File: config.mk
export PLATFORM = sky130hd
export DESIGN_NAME = rv_mem_arb
export DESIGN_NICKNAME = d
export VERILOG_FILES = /design/src/rtl/rv_mem_arb_pkg.sv /design/src/rtl/rv_mem_arb_starve.sv /design/src/rtl/rv_mem_arb.sv
export SDC_FILE = /design/constraint.sdc
export NUM_CORES = 1
export LEC_CHECK = 0
export BUFFER_PORTS_ARGS = -buffer_cell sky130_fd_sc_hd__buf_2
export CAP_MARGIN = 20
export CORE_AREA = 2 2 108 110
export CTS_CLUSTER_DIAMETER = 100
export DETAILED_ROUTE_END_ITERATION = 16
export DIE_AREA = 0 0 110 112
export HOLD_SLACK_MARGIN = 0.05
export PLACE_DENSITY = 0.75
export SYNTH_ARGS = -nofsm -noshare
export SYNTH_HDL_FRONTEND = slang
export SYNTH_SLANG_ARGS = --single-unit
File: constraint.sdc
create_clock -name clk -period 1.75 [get_ports clk]
set_input_delay 0 -clock clk [delete_from_list [all_inputs] [get_ports clk]]
set_output_delay 0 -clock clk [all_outputs]
set_load 0.02 [all_outputs]
File: src/rtl/rv_mem_arb_pkg.sv
// Shared types and constants for the unified-memory arbiter.
package rv_mem_arb_pkg;

  localparam int MEM_RD_LATENCY = 1;
  localparam int PKG_ADDR_W     = 32;
  localparam int PKG_DATA_W     = 32;

  // Owner of the read currently in flight to the memory.
  typedef enum logic [1:0] {
    OWN_NONE = 2'd0,
    OWN_IF   = 2'd1,
    OWN_DM   = 2'd2
  } rsp_owner_t;

  // Memory request payload at the default core widths.
  typedef struct packed {
    logic [PKG_ADDR_W-1:0]   addr;
    logic                    we;
    logic [PKG_DATA_W/8-1:0] be;
    logic [PKG_DATA_W-1:0]   wdata;
  } mem_req_t;

endpackage

File: src/rtl/rv_mem_arb_starve.sv
// Saturating count of consecutive cycles the fetch requester lost arbitration.
module rv_mem_arb_starve
  import rv_mem_arb_pkg::*;
#(
  parameter int MAX_STARVE = 4
) (
  input  logic clk,
  input  logic rst,
  input  logic inc,
  input  logic clr,
  output logic at_max
);

  logic [3:0] cnt_q;
  logic [3:0] cnt_d;

  // Clear wins over increment; increment stops at the limit.
  always_comb begin
    cnt_d = cnt_q;
    if (clr) begin
      cnt_d = 4'd0;
    end else if (inc && (cnt_q != 4'(MAX_STARVE))) begin
      cnt_d = cnt_q + 4'd1;
    end else begin
      cnt_d = cnt_q;
    end
  end

  // Counter register with synchronous active-low reset.
  always_ff @(posedge clk) begin
    if (!rst) begin
      cnt_q <= 4'd0;
    end else begin
      cnt_q <= cnt_d;
    end
  end

  assign at_max = (cnt_q == 4'(MAX_STARVE));

endmodule

File: src/rtl/rv_mem_arb.sv
// Fetch/data arbiter for one single-port memory with 1-cycle read latency.
// Data wins unless fetch has starved MAX_STARVE cycles in a row.
// Optional grant/conflict statistics ports: define RV_MEM_ARB_STATS_EN.
module rv_mem_arb
  import rv_mem_arb_pkg::*;
#(
  parameter int ADDR_W     = 32,
  parameter int DATA_W     = 32,
  parameter int MAX_STARVE = 4
) (
  input  logic                clk,
  input  logic                rst,
  input  logic                if_req_valid,
  output logic                if_req_ready,
  input  logic [ADDR_W-1:0]   if_req_addr,
  output logic                if_rsp_valid,
  output logic [DATA_W-1:0]   if_rsp_data,
  input  logic                dm_req_valid,
  output logic                dm_req_ready,
  input  logic [ADDR_W-1:0]   dm_req_addr,
  input  logic                dm_req_we,
  input  logic [DATA_W/8-1:0] dm_req_be,
  input  logic [DATA_W-1:0]   dm_req_wdata,
  output logic                dm_rsp_valid,
  output logic [DATA_W-1:0]   dm_rsp_data,
  output logic                mem_req_valid,
  input  logic                mem_req_ready,
  output logic [ADDR_W-1:0]   mem_req_addr,
  output logic                mem_req_we,
  output logic [DATA_W/8-1:0] mem_req_be,
  output logic [DATA_W-1:0]   mem_req_wdata,
  input  logic [DATA_W-1:0]   mem_rsp_data
`ifdef RV_MEM_ARB_STATS_EN
  ,
  output logic [31:0]         stat_if_gnt,
  output logic [31:0]         stat_dm_gnt,
  output logic [31:0]         stat_conflict
`endif
);

  localparam int BE_W = DATA_W / 8;

  // Request bundle sized to this instance's parameters.
  typedef struct packed {
    logic [ADDR_W-1:0] addr;
    logic              we;
    logic [BE_W-1:0]   be;
    logic [DATA_W-1:0] wdata;
  } req_bus_t;

  logic       gnt_if_s;
  logic       gnt_dm_s;
  logic       at_max_s;
  req_bus_t   mem_req_s;
  rsp_owner_t owner_q;
  rsp_owner_t owner_d;
  logic [DATA_W-1:0] if_data_q;
  logic [DATA_W-1:0] if_data_d;
  logic [DATA_W-1:0] dm_data_q;
  logic [DATA_W-1:0] dm_data_d;

  // Grant decision and request mux; outputs are zero when nothing is granted.
  always_comb begin
    gnt_dm_s  = 1'b0;
    gnt_if_s  = 1'b0;
    mem_req_s = '0;
    if (mem_req_ready) begin
      gnt_dm_s = dm_req_valid && !(if_req_valid && at_max_s);
      gnt_if_s = if_req_valid && !gnt_dm_s;
    end else begin
      gnt_dm_s = 1'b0;
      gnt_if_s = 1'b0;
    end
    if (gnt_dm_s) begin
      mem_req_s.addr  = dm_req_addr;
      mem_req_s.we    = dm_req_we;
      mem_req_s.be    = dm_req_be;
      mem_req_s.wdata = dm_req_wdata;
    end else if (gnt_if_s) begin
      mem_req_s.addr  = if_req_addr;
      mem_req_s.we    = 1'b0;
      mem_req_s.be    = {BE_W{1'b1}};
      mem_req_s.wdata = '0;
    end else begin
      mem_req_s = '0;
    end
  end

  assign if_req_ready  = gnt_if_s;
  assign dm_req_ready  = gnt_dm_s;
  assign mem_req_valid = gnt_if_s || gnt_dm_s;
  assign mem_req_addr  = mem_req_s.addr;
  assign mem_req_we    = mem_req_s.we;
  assign mem_req_be    = mem_req_s.be;
  assign mem_req_wdata = mem_req_s.wdata;

  rv_mem_arb_starve #(
    .MAX_STARVE (MAX_STARVE)
  ) u_starve (
    .clk    (clk),
    .rst    (rst),
    .inc    (gnt_dm_s && if_req_valid),
    .clr    (gnt_if_s || !if_req_valid),
    .at_max (at_max_s)
  );

  // Next owner of the returning read, plus data hold for the non-owner.
  always_comb begin
    owner_d   = OWN_NONE;
    if_data_d = if_data_q;
    dm_data_d = dm_data_q;
    if (gnt_if_s) begin
      owner_d = OWN_IF;
    end else if (gnt_dm_s && !dm_req_we) begin
      owner_d = OWN_DM;
    end else begin
      owner_d = OWN_NONE;
    end
    case (owner_q)
      OWN_IF:  if_data_d = mem_rsp_data;
      OWN_DM:  dm_data_d = mem_rsp_data;
      default: begin
        if_data_d = if_data_q;
        dm_data_d = dm_data_q;
      end
    endcase
  end

  // Owner FSM and held response data.
  always_ff @(posedge clk) begin
    if (!rst) begin
      owner_q   <= OWN_NONE;
      if_data_q <= '0;
      dm_data_q <= '0;
    end else begin
      owner_q   <= owner_d;
      if_data_q <= if_data_d;
      dm_data_q <= dm_data_d;
    end
  end

  // Read data is only valid the cycle after the grant, so data passes through.
  assign if_rsp_valid = (owner_q == OWN_IF);
  assign dm_rsp_valid = (owner_q == OWN_DM);
  assign if_rsp_data  = (owner_q == OWN_IF) ? mem_rsp_data : if_data_q;
  assign dm_rsp_data  = (owner_q == OWN_DM) ? mem_rsp_data : dm_data_q;

`ifdef RV_MEM_ARB_STATS_EN
  logic [31:0] stat_if_q, stat_if_d;
  logic [31:0] stat_dm_q, stat_dm_d;
  logic [31:0] stat_cf_q, stat_cf_d;

  // Wrapping grant and conflict counters.
  always_comb begin
    stat_if_d = stat_if_q;
    stat_dm_d = stat_dm_q;
    stat_cf_d = stat_cf_q;
    if (gnt_if_s) begin
      stat_if_d = stat_if_q + 32'd1;
    end else begin
      stat_if_d = stat_if_q;
    end
    if (gnt_dm_s) begin
      stat_dm_d = stat_dm_q + 32'd1;
    end else begin
      stat_dm_d = stat_dm_q;
    end
    if (if_req_valid && dm_req_valid && mem_req_ready) begin
      stat_cf_d = stat_cf_q + 32'd1;
    end else begin
      stat_cf_d = stat_cf_q;
    end
  end

  // Statistics registers.
  always_ff @(posedge clk) begin
    if (!rst) begin
      stat_if_q <= 32'd0;
      stat_dm_q <= 32'd0;
      stat_cf_q <= 32'd0;
    end else begin
      stat_if_q <= stat_if_d;
      stat_dm_q <= stat_dm_d;
      stat_cf_q <= stat_cf_d;
    end
  end

  assign stat_if_gnt   = stat_if_q;
  assign stat_dm_gnt   = stat_dm_q;
  assign stat_conflict = stat_cf_q;
`endif

endmodule

==> results of run 1 <==
==> power by group through the flow <==
stage	registers, mW	logic, mW	clock network [mW]
floorplan	1.67	0.452	0
global placement	1.67	0.802	0
detailed placement	1.67	0.813	0
CTS	1.64	0.921	1.64
global route	1.64	1.04	1.73
finish	1.64	0.984	1.60
==> worst paths after layout <==
path	startpoint	end	cells past startpoint
worst max-delay path	u_starve.cnt_q[1]	mem_req_addr[0]	7
worst min-delay path	mem_rsp_data[0]	if_data_q[0]	3
worst max register to register	u_starve.cnt_q[1]	u_starve.cnt_q[3]	9
worst min register to register	u_starve.cnt_q[0]	u_starve.cnt_q[0]	3
==> routing by layer <==
metal,GRT usage (%),up-vias,part of all wire (%)
met3,6.38,32,8.0
met1,20.7,1749,37
met5,0,-,0
met4,8.95,0,3.1
li1,-,1794,-
met2,35.6,194,52
==> cells in the mapped netlist (all sizes together) <==
cell type  instances  area share [%]
o21ai              4            0.55
ha                 2            0.69
nor2               1            0.17
a211oi             3            0.75
o21a               4            0.82
buf               16             3.2
nand2b             1            0.17
nor2b              1            0.17
a21oi              2            0.38
and3              33             5.7
and4b              1            0.27
nor4b              1            0.24
and2              66              11
nand3              3            0.41
or4                1            0.21
o2111a             1            0.31
clkbuf            13             1.3
nand3b             1            0.21
nand4b             1            0.24
a22o              32             7.7
mux2              64              26
dfxtp             70              38
nor4               1            0.17
nand2              3            0.38
inv                5            0.51
==> cells by family (layout without fill, tap and decap cells) <==
logic type / after synthesis / after routing / synth area share [%]
flip-flops: 70 / 70 / 38.4
buffers and inverters: 34 / 348 / 5.08
other: 0 / 2 / 0
adder cells (fa/ha/maj): 2 / 2 / 0.686
AO/OA/AOI/OAI: 46 / 46 / 10.5
multiplexers: 64 / 64 / 25.7
AND/OR/NAND/NOR: 114 / 114 / 19.6
==> repair_timing <==
| item | 4_1_cts | 5_1_grt |
|---|---|---|
| buffers inserted | 4 | 6 |
| pin swaps | 8 | 5 |
| cloned | 1 | 6 |
| hold endpoints to repair | 36 | 1 |
| setup endpoints to repair | 38 | 37 |
| gates resized for setup | 54 | 38 |
| hold buffers | 26 | 1 |
==> through the flow <==
| step | instance area, sq um | setup TNS, ns | power [mW] | util, % |
|---|---|---|---|---|
| global route | 6210 | -2.99 | 4.41 | 55.6 |
| finish | 6210 | -0.652 | 4.22 | 55.6 |
| global placement | 5200 | 0 | 2.47 | 46.5 |
| floorplan | 3650 | 0 | 2.12 | - |
| detailed placement | 5200 | 0 | 2.49 | 46.5 |
| CTS | 5960 | -1.86 | 4.20 | 53.3 |
==> state kept, by name (all words and copies together), names as in the netlist <==
name,flops
dm_data_q,32
if_data_q,32
owner_q,2
u_starve.cnt_q,4
==> cell type report <==
type | instances | area [sq um] | share of cell area (%)
clock buffer | 10 | 239 | 3.85
antenna | 2 | 5.00 | 0.0806
inverter | 5 | 18.8 | 0.302
tap | 143 | 179 | 2.88
clock inverter | 4 | 25.0 | 0.403
sequential | 70 | 1400 | 22.6
timing repair buffer | 329 | 2240 | 36.0
multi-input combinational | 226 | 2100 | 33.9
==> critical path, cell delays in order (launching register included) <==
cell	delay (ns)
dfxtp_2	0.34
inv_2	0.05
ha_4	0.16
and4b_2	0.25
nor2_4	0.18
buf_6	0.18
a22o_1	0.18
buf_6	0.12
==> flow_summary.yaml, run 1 <==
timing:
  rsz0062_at_grt: "true"
  finalSetupViolCount: 32
  max_freq_mhz: 557
  timing.hold.ws_ns: 0.0537
  hold_viol: 0
  tightest_slew_ns: 0.429
  fin_ws_ns: -0.0439
  finClkSkew_ns: 0.00983
  min_period_ns: 1.79
  slew_headroom_pct: 71.0
  min_period_over_period_pct: 103
  maxSlewViolCount: 0
global_route:
  grt_max_degree: 43
  grt_pass1_vias: 3868
  grt_pass1_wl_um: 18900
  antenna_found_initial: 2
  track_usage_pct: 19.9
  gr-total-overflow: 0
floorplanning:
  io-pin-count: 276
  die_area_sq_mm: 0.0123
  rows: 39
  initial_core_util_pct: 32.7
  die_h_um: 112
  die_w_um: 110
  coreArea_sq_mm: 0.0112
clock_network:
  cts_buffers: 9
  clk_pin_slew_ns: 0.06
  clk_latency_ns: 0.32
  cts_tree: "built"
  cts_htree_levels: 3
  cts_root_buf: "clkbuf_16"
  cts.sinks: 70
  ctsLongestPathBuffers: 2
synth:
  ys_seq_area_share_pct: 38.4
  yosys_warnings: 0
  syn-num-nets: 470
  synth_area_sq_mm: 0.00365
  synth.ff_latch_count: 70
  synth.distinct_cells: 30
  synth_cells: 330
  avgSynthCellArea_sq_um: 11.1
layout:
  nets: 781
  final_cell_mix: "buf_2 (235), dfxtp_1 (68), and2_1 (66)"
  layout.cells.non_filler: 789
  area_growth_pct: 70.3
  fill_cells: 934
  drive_gt1_share_pct: 61.0
  final_common_cell: "buf_2"
routing:
  drt_pass1_iterations: 4
  num_vias: 3769
  vias_per_cell: 4.78
  wl_per_cell_um: 17.3
  finalWirelength_um: 13700
  drtIter0Drc: 244
  drcViolationCount: 0
  final_antenna_net_count: 0
placement:
  dp_hpwl_um: 9710
  gp_congestion: 0.965
  dp_cells: 730
  io_buffer_count: 275
  dpl_worst_slack_ns: 0.0850
power_and_ir_drop:
  p_sw_mw: 1.12
  p_int_mw: 3.10
  power_frac_seq_pct: 38.8
  p_leak_nw: 3.39
  netSwitchingFraction_pct: 26.5
  comb_power_share_pct: 23.3
  ir_drop_mv: 0.435
  cellPowerDensity_mw_per_mm2: 679
  pwr-share-clk_pct: 37.9
outcome:
  status: "finished, violations left"
  violations: "setup timing"
setup_path:
  worstPathArrival_ns: 1.79
  endpoint_kind: "primary output"
  required_ns: 1.75
  critPathLaunchType: "register"
  crit_type: "register to primary output"
  critPathMaxFanout: 11
  r2r_slack_ns: 0.18
flow_run:
  maxCapViolCount: 0
worst_hold_path:
  hold_class: "input pin to register"
Note: power is estimated with default switching activity, not from simulation.
==> run 2, diff against run 1 <==
--- a/config.mk
+++ b/config.mk
@@ -12,6 +12,7 @@
 export DETAILED_ROUTE_END_ITERATION = 16
 export DIE_AREA = 0 0 110 112
 export HOLD_SLACK_MARGIN = 0.05
+export MAX_ROUTING_LAYER = met4
 export PLACE_DENSITY = 0.75
 export SYNTH_ARGS = -nofsm -noshare
 export SYNTH_HDL_FRONTEND = slang
==> run 2 against run 1 <==
  * The run still ends with setup timing left
  * Combinational power rose by 2%
  * Critical path depth rose by 1
  * Design area rose by 0.56%
  * Via count rose by 1.1%
  * Sequential share of layout area fell by 0.13 points
  * Clock power barely moved
  * Total power fell by 0.13%
  * Flip-flop and latch count did not move
  * Critical endpoint is now mem_req_addr[2]
  * Largest cell class unchanged
==> flow_summary.yaml, run 2 (synthesis gave the netlist of run 1 again) <==
timing:
  tightest_slew_ns: 0.412
  finalSetupViolCount: 32
  maxSlewViolCount: 0
  fin_ws_ns: -0.0972
  timing.hold.ws_ns: 0.0556
  slew_headroom_pct: 72.6
  min_period_over_period_pct: 106
  rsz0062_at_grt: "true"
  max_freq_mhz: 541
  min_period_ns: 1.85
  tns_ns: -2.22
  finClkSkew_ns: 0.00333
  hold_viol: 0
clock_network:
  clk_pin_slew_ns: 0.05
  cts_buffers: 9
  cts_root_buf: "clkbuf_16"
  ctsLongestPathBuffers: 2
  cts_htree_levels: 3
  cts_tree: "built"
  cts.sinks: 70
  clk_latency_ns: 0.33
power_and_ir_drop:
  p_total_mw: 4.22
  ir_drop_mv: 0.596
  p_leak_nw: 3.40
  cellPowerDensity_mw_per_mm2: 675
setup_path:
  r2r_start: "u_starve.cnt_q[0]"
  critPathMaxFanout: 5
  rr_endpoint: "u_starve.cnt_q[3]"
  critical_path.endpoint: "mem_req_addr[2]"
  critPathLaunchType: "register"
  crit_type: "register to primary output"
  startpoint: "u_starve.cnt_q[0]"
  required_ns: 1.75
  r2r_slack_ns: 0.25
  r2r_cells: 5
  worstPathArrival_ns: 1.85
  endpoint_kind: "primary output"
layout:
  final_area_sq_mm: 0.00625
  fill_cells: 953
  final_common_cell: "buf_2"
  top_regs: "dm_data_q: 32 flops, if_data_q: 32 flops, u_starve.cnt_q: 4 flops"
  drive_gt1_share_pct: 59.9
  nets: 782
  final_util_pct: 55.9
  final_cell_mix: "buf_2 (239), dfxtp_1 (68), and2_1 (66)"
  area_growth_pct: 71.2
  layout.cells.non_filler: 790
floorplanning:
  die_area_sq_mm: 0.0123
  rows: 39
  die_w_um: 110
  initial_core_util_pct: 32.7
  coreArea_sq_mm: 0.0112
  die_h_um: 112
  io-pin-count: 276
global_route:
  grt_pass1_wl_um: 19800
  antenna_found_initial: 1
  grt_pass1_vias: 3881
  track_usage_pct: 21.6
  gr-total-overflow: 0
  grt_max_degree: 36
placement:
  dp_hpwl_um: 9780
  postPlaceCellArea_sq_mm: 0.00520
  gp_congestion: 0.984
  dp_cells: 730
  io_buffer_count: 275
  dpl_worst_slack_ns: 0.0231
outcome:
  violations: "setup timing"
  status: "finished, violations left"
routing:
  final_antenna_net_count: 0
  num_vias: 3812
  vias_per_cell: 4.83
  drtIter0Drc: 244
  wl_per_cell_um: 17.1
  drcViolationCount: 0
  finalWirelength_um: 13500
  drt_pass1_iterations: 4
flow_run:
  maxCapViolCount: 0
worst_hold_path:
  hold_class: "input pin to register"
==> run 2: cell type report <==
class,instances,area (sq um),area share [%]
multi-input cells,226,2110,33.7
repair buffers,330,2280,36.5
diodes,1,2.50,0.0401
well taps,143,179,2.86
clock inverters,4,25.0,0.401
flip-flops and latches,70,1400,22.5
inverters,5,18.8,0.300
clock buffers,11,233,3.73
==> run 2: worst min-delay path by stage <==
| stage | from | to | slack, ns | cells past startpoint |
|---|---|---|---|---|
| finish | mem_rsp_data[1] | if_data_q[1] | 0.06 | 3 |
| global route | mem_rsp_data[1] | if_data_q[1] | 0.06 | 3 |
| CTS | mem_rsp_data[1] | dm_data_q[1] | 0.05 | 3 |
| detailed placement | dm_req_we | owner_q[1] | 0.20 | 2 |
| global placement | dm_req_we | owner_q[1] | 0.21 | 2 |
| floorplan | dm_req_we | owner_q[1] | 0.08 | 1 |
==> run 2: critical path, stage by stage, from the launching register on <==
cell	delay, ns
dfxtp_2	0.32
inv_2	0.08
ha_4	0.13
and4b_2	0.27
nor2_4	0.05
buf_12	0.14
clkbuf_16	0.15
a22o_1	0.24
buf_6	0.13
==> run 2: metal layers <==
metal  GRT usage, %  up-vias  part of all wire [%]
met5              -        -                     0
met4           9.03        0                   2.9
met3           5.09       32                   8.3
met2           38.5      206                    52
met1           22.4     1778                    37
li1               -     1796                     -
==> run 2: power by group <==
| part | total, mW | leakage, nW | internal (mW) | switching, mW |
|---|---|---|---|---|
| Clock | 1.58 | 0.121 | 0.944 | 0.634 |
| Sequential | 1.64 | 0.567 | 1.63 | 0.0103 |
| Combinational | 0.999 | 2.71 | 0.516 | 0.483 |
==> run 2: timing repair <==
| action | 4_1_cts | 5_1_grt |
|---|---|---|
| endpoints found under the hold margin | 62 | 0 |
| gates resized for setup | 85 | 4 |
| gates cloned | 4 | 1 |
| hold buffers | 33 | 0 |
| pin swaps | 17 | 11 |
| endpoints found under the setup margin | 38 | 38 |
| setup buffers | 7 | 0 |
==> run 3, diff against run 2 <==
--- a/config.mk
+++ b/config.mk
@@ -5,15 +5,14 @@
 export SDC_FILE = /design/constraint.sdc
 export NUM_CORES = 1
 export LEC_CHECK = 0
-export BUFFER_PORTS_ARGS = -buffer_cell sky130_fd_sc_hd__buf_2
 export CAP_MARGIN = 20
 export CORE_AREA = 2 2 108 110
 export CTS_CLUSTER_DIAMETER = 100
 export DETAILED_ROUTE_END_ITERATION = 16
 export DIE_AREA = 0 0 110 112
+export DONT_BUFFER_PORTS = 1
 export HOLD_SLACK_MARGIN = 0.05
 export MAX_ROUTING_LAYER = met4
-export PLACE_DENSITY = 0.75
 export SYNTH_ARGS = -nofsm -noshare
 export SYNTH_HDL_FRONTEND = slang
 export SYNTH_SLANG_ARGS = --single-unit
==> run 3 against run 2 <==
  * The flow still finishes with violations (setup timing)
  * Core utilization shrank 9.5 points
  * Setup slack gained 0.0080 ns
  * Clock skew is essentially flat
  * Sequential power is essentially flat
  * Sequential share of layout area grew 4.6 points
  * Total power grew 3.9%
  * Die area is the same
  * First-iteration DRC count shrank 24%
  * Global-route usage shrank 2.0 points
  * Flip-flop and latch count is the same
==> flow_summary.yaml, run 3 (synthesis gave the netlist of run 1 again) <==
flow_run:
  maxCapViolCount: 0
timing:
  max_freq_mhz: 544
  finClkSkew_ns: 0.00369
  fin_ws_ns: -0.0893
  maxSlewViolCount: 0
  rsz0062_at_grt: "true"
  tightest_slew_ns: 0.450
  hold_viol: 0
  min_period_over_period_pct: 105
  min_period_ns: 1.84
  finalSetupViolCount: 32
  slew_headroom_pct: 70.0
global_route:
  grt_max_degree: 68
  antenna_found_initial: 1
  gr-total-overflow: 0
  grt_pass1_wl_um: 17400
  grt_pass1_vias: 2909
  track_usage_pct: 19.7
setup_path:
  critPathLaunchType: "register"
  required_ns: 1.75
  r2r_slack_ns: 0.25
  critPathMaxFanout: 6
  worst_path_most_repeated_cell: "buf_6"
  rr_endpoint: "u_starve.cnt_q[3]"
  endpoint_kind: "primary output"
  path_cells: "inv_2 -> ha_4 -> and4b_2 -> nor2_4 -> buf_6 -> buf_12 -> a22o_1 -> buf_6"
  crit_type: "register to primary output"
  critPathSlowestCell: "dfxtp_2"
  worstPathArrival_ns: 1.84
  r2r_cells: 5
  cpPeakStageDelay_ns: 0.33
  r2r_start: "u_starve.cnt_q[0]"
floorplanning:
  initial_core_util_pct: 32.7
  die_area_sq_mm: 0.0123
  die_w_um: 110
  rows: 39
  io-pin-count: 276
  die_h_um: 112
  coreArea_sq_mm: 0.0112
routing:
  num_vias: 2841
  drtIter0Drc: 185
  drcViolationCount: 0
  drt_pass1_iterations: 4
  met3_length_um: 1150
  final_antenna_net_count: 0
  highest_layer: "met4"
  wl_per_cell_um: 22.5
  finalWirelength_um: 12200
  wl_met1_um: 4450
  vias_per_cell: 5.22
  dr_wl_met2_um: 6260
power_and_ir_drop:
  p_int_mw: 3.29
  p_sw_mw: 1.09
  ir_drop_mv: 0.528
  cellPowerDensity_mw_per_mm2: 845
  comb_power_share_pct: 16.8
  p_total_mw: 4.38
  p_leak_nw: 2.42
  pwr-share-clk_pct: 45.8
  netSwitchingFraction_pct: 24.8
  power_frac_seq_pct: 37.4
layout:
  nets: 534
  final_common_cell: "dfxtp_1"
  top_regs: "dm_data_q: 32 flops, if_data_q: 32 flops, u_starve.cnt_q: 4 flops"
  drive_gt1_share_pct: 43.1
  area_growth_pct: 42.1
  final_area_sq_mm: 0.00518
  layout.cells.non_filler: 544
  final_cell_mix: "dfxtp_1 (68), and2_1 (66), mux2_4 (58)"
worst_hold_path:
  hold_class: "input pin to register"
  min_to: "if_data_q[1]"
  hold_depth: 2
  hold_start: "mem_rsp_data[1]"
clock_network:
  ctsLongestPathBuffers: 2
  cts_buffers: 9
  cts_htree_levels: 3
  cts_tree: "built"
  cts_root_buf: "clkbuf_16"
  clk_latency_ns: 0.33
  cts.sinks: 70
  clk_pin_slew_ns: 0.06
outcome:
  violations: "setup timing"
  status: "finished, violations left"
placement:
  dp_cells: 476
  gp_congestion: 1.09
  io_buffer_count: 0
  postPlaceCellArea_sq_mm: 0.00397
  dp_hpwl_um: 8270
  dpl_worst_slack_ns: 0.138
run 3: changes by cell type in the layout (fill, tap and decap cells not counted), sizes merged:
cell         change
dlygate4sd3      +4
buf            -251
diode            +1
clkinvlp         -1
bufinv           +2
clkbuf           -2
bufbuf           +1
run 3: worst max-delay path: cells and delay by family, from the launching register on:
kind                     cells  cell delay, ns
AND/OR/NAND/NOR              2            0.33
buffers and inverters        4            0.49
AO/OA/AOI/OAI                1            0.21
flip-flops                   1            0.33
adder cells (fa/ha/maj)      1            0.15
run 3: through the flow:
| stage | hold WS (ns) | setup TNS, ns | utilization (%) |
|---|---|---|---|
| floorplan | 0.0767 | 0 | - |
| global placement | 0.0947 | 0 | 35.5 |
| detailed placement | 0.0879 | 0 | 35.5 |
| CTS | 0.0529 | -0.438 | 46.1 |
| global route | 0.0756 | -2.38 | 46.4 |
| finish | 0.0624 | -0.751 | 46.4 |
run 3: how the worst max path moves through the flow:
stage | from | endpoint | cells past startpoint
floorplan | u_starve.cnt_q[0] | mem_req_addr[22] | 6
global placement | u_starve.cnt_q[0] | mem_req_addr[5] | 6
detailed placement | u_starve.cnt_q[0] | mem_req_addr[23] | 6
CTS | u_starve.cnt_q[0] | mem_req_addr[30] | 8
global route | u_starve.cnt_q[0] | mem_req_addr[30] | 8
finish | u_starve.cnt_q[0] | mem_req_addr[30] | 8
run 3: layout make-up:
type	instances	area [sq um]
multi-input combinational	226	2350
clock inverter	5	81.3
clock buffer	11	253
antenna	2	5.00
inverter	5	18.8
sequential	70	1400
tap	143	179
timing repair buffer	82	891
fill	988	5990
run 3: layer usage:
layer	global-route usage [%]	up-vias
met5	-	-
met4	8.35	0
met3	7.32	18
met2	33.0	164
met1	20.3	1364
li1	-	1295
run 3: repair_timing:
action                     4_1_cts  5_1_grt
gates cloned                     5        0
gates resized for setup         65        6
hold buffers                    38        0
pin swaps                       31        2
buffers inserted                 6        1
hold endpoints to repair        70        0
setup endpoints to repair       37       47
run 3: power by group through the flow:
stage	registers, mW	clock network, mW	logic [mW]
2_1_floorplan	1.67	0	0.452
3_3_place_gp	1.67	0	0.512
3_5_place_dp	1.67	0	0.518
4_1_cts	1.64	2.04	0.731
5_1_grt	1.64	2.13	0.770
6_report	1.64	2.00	0.738
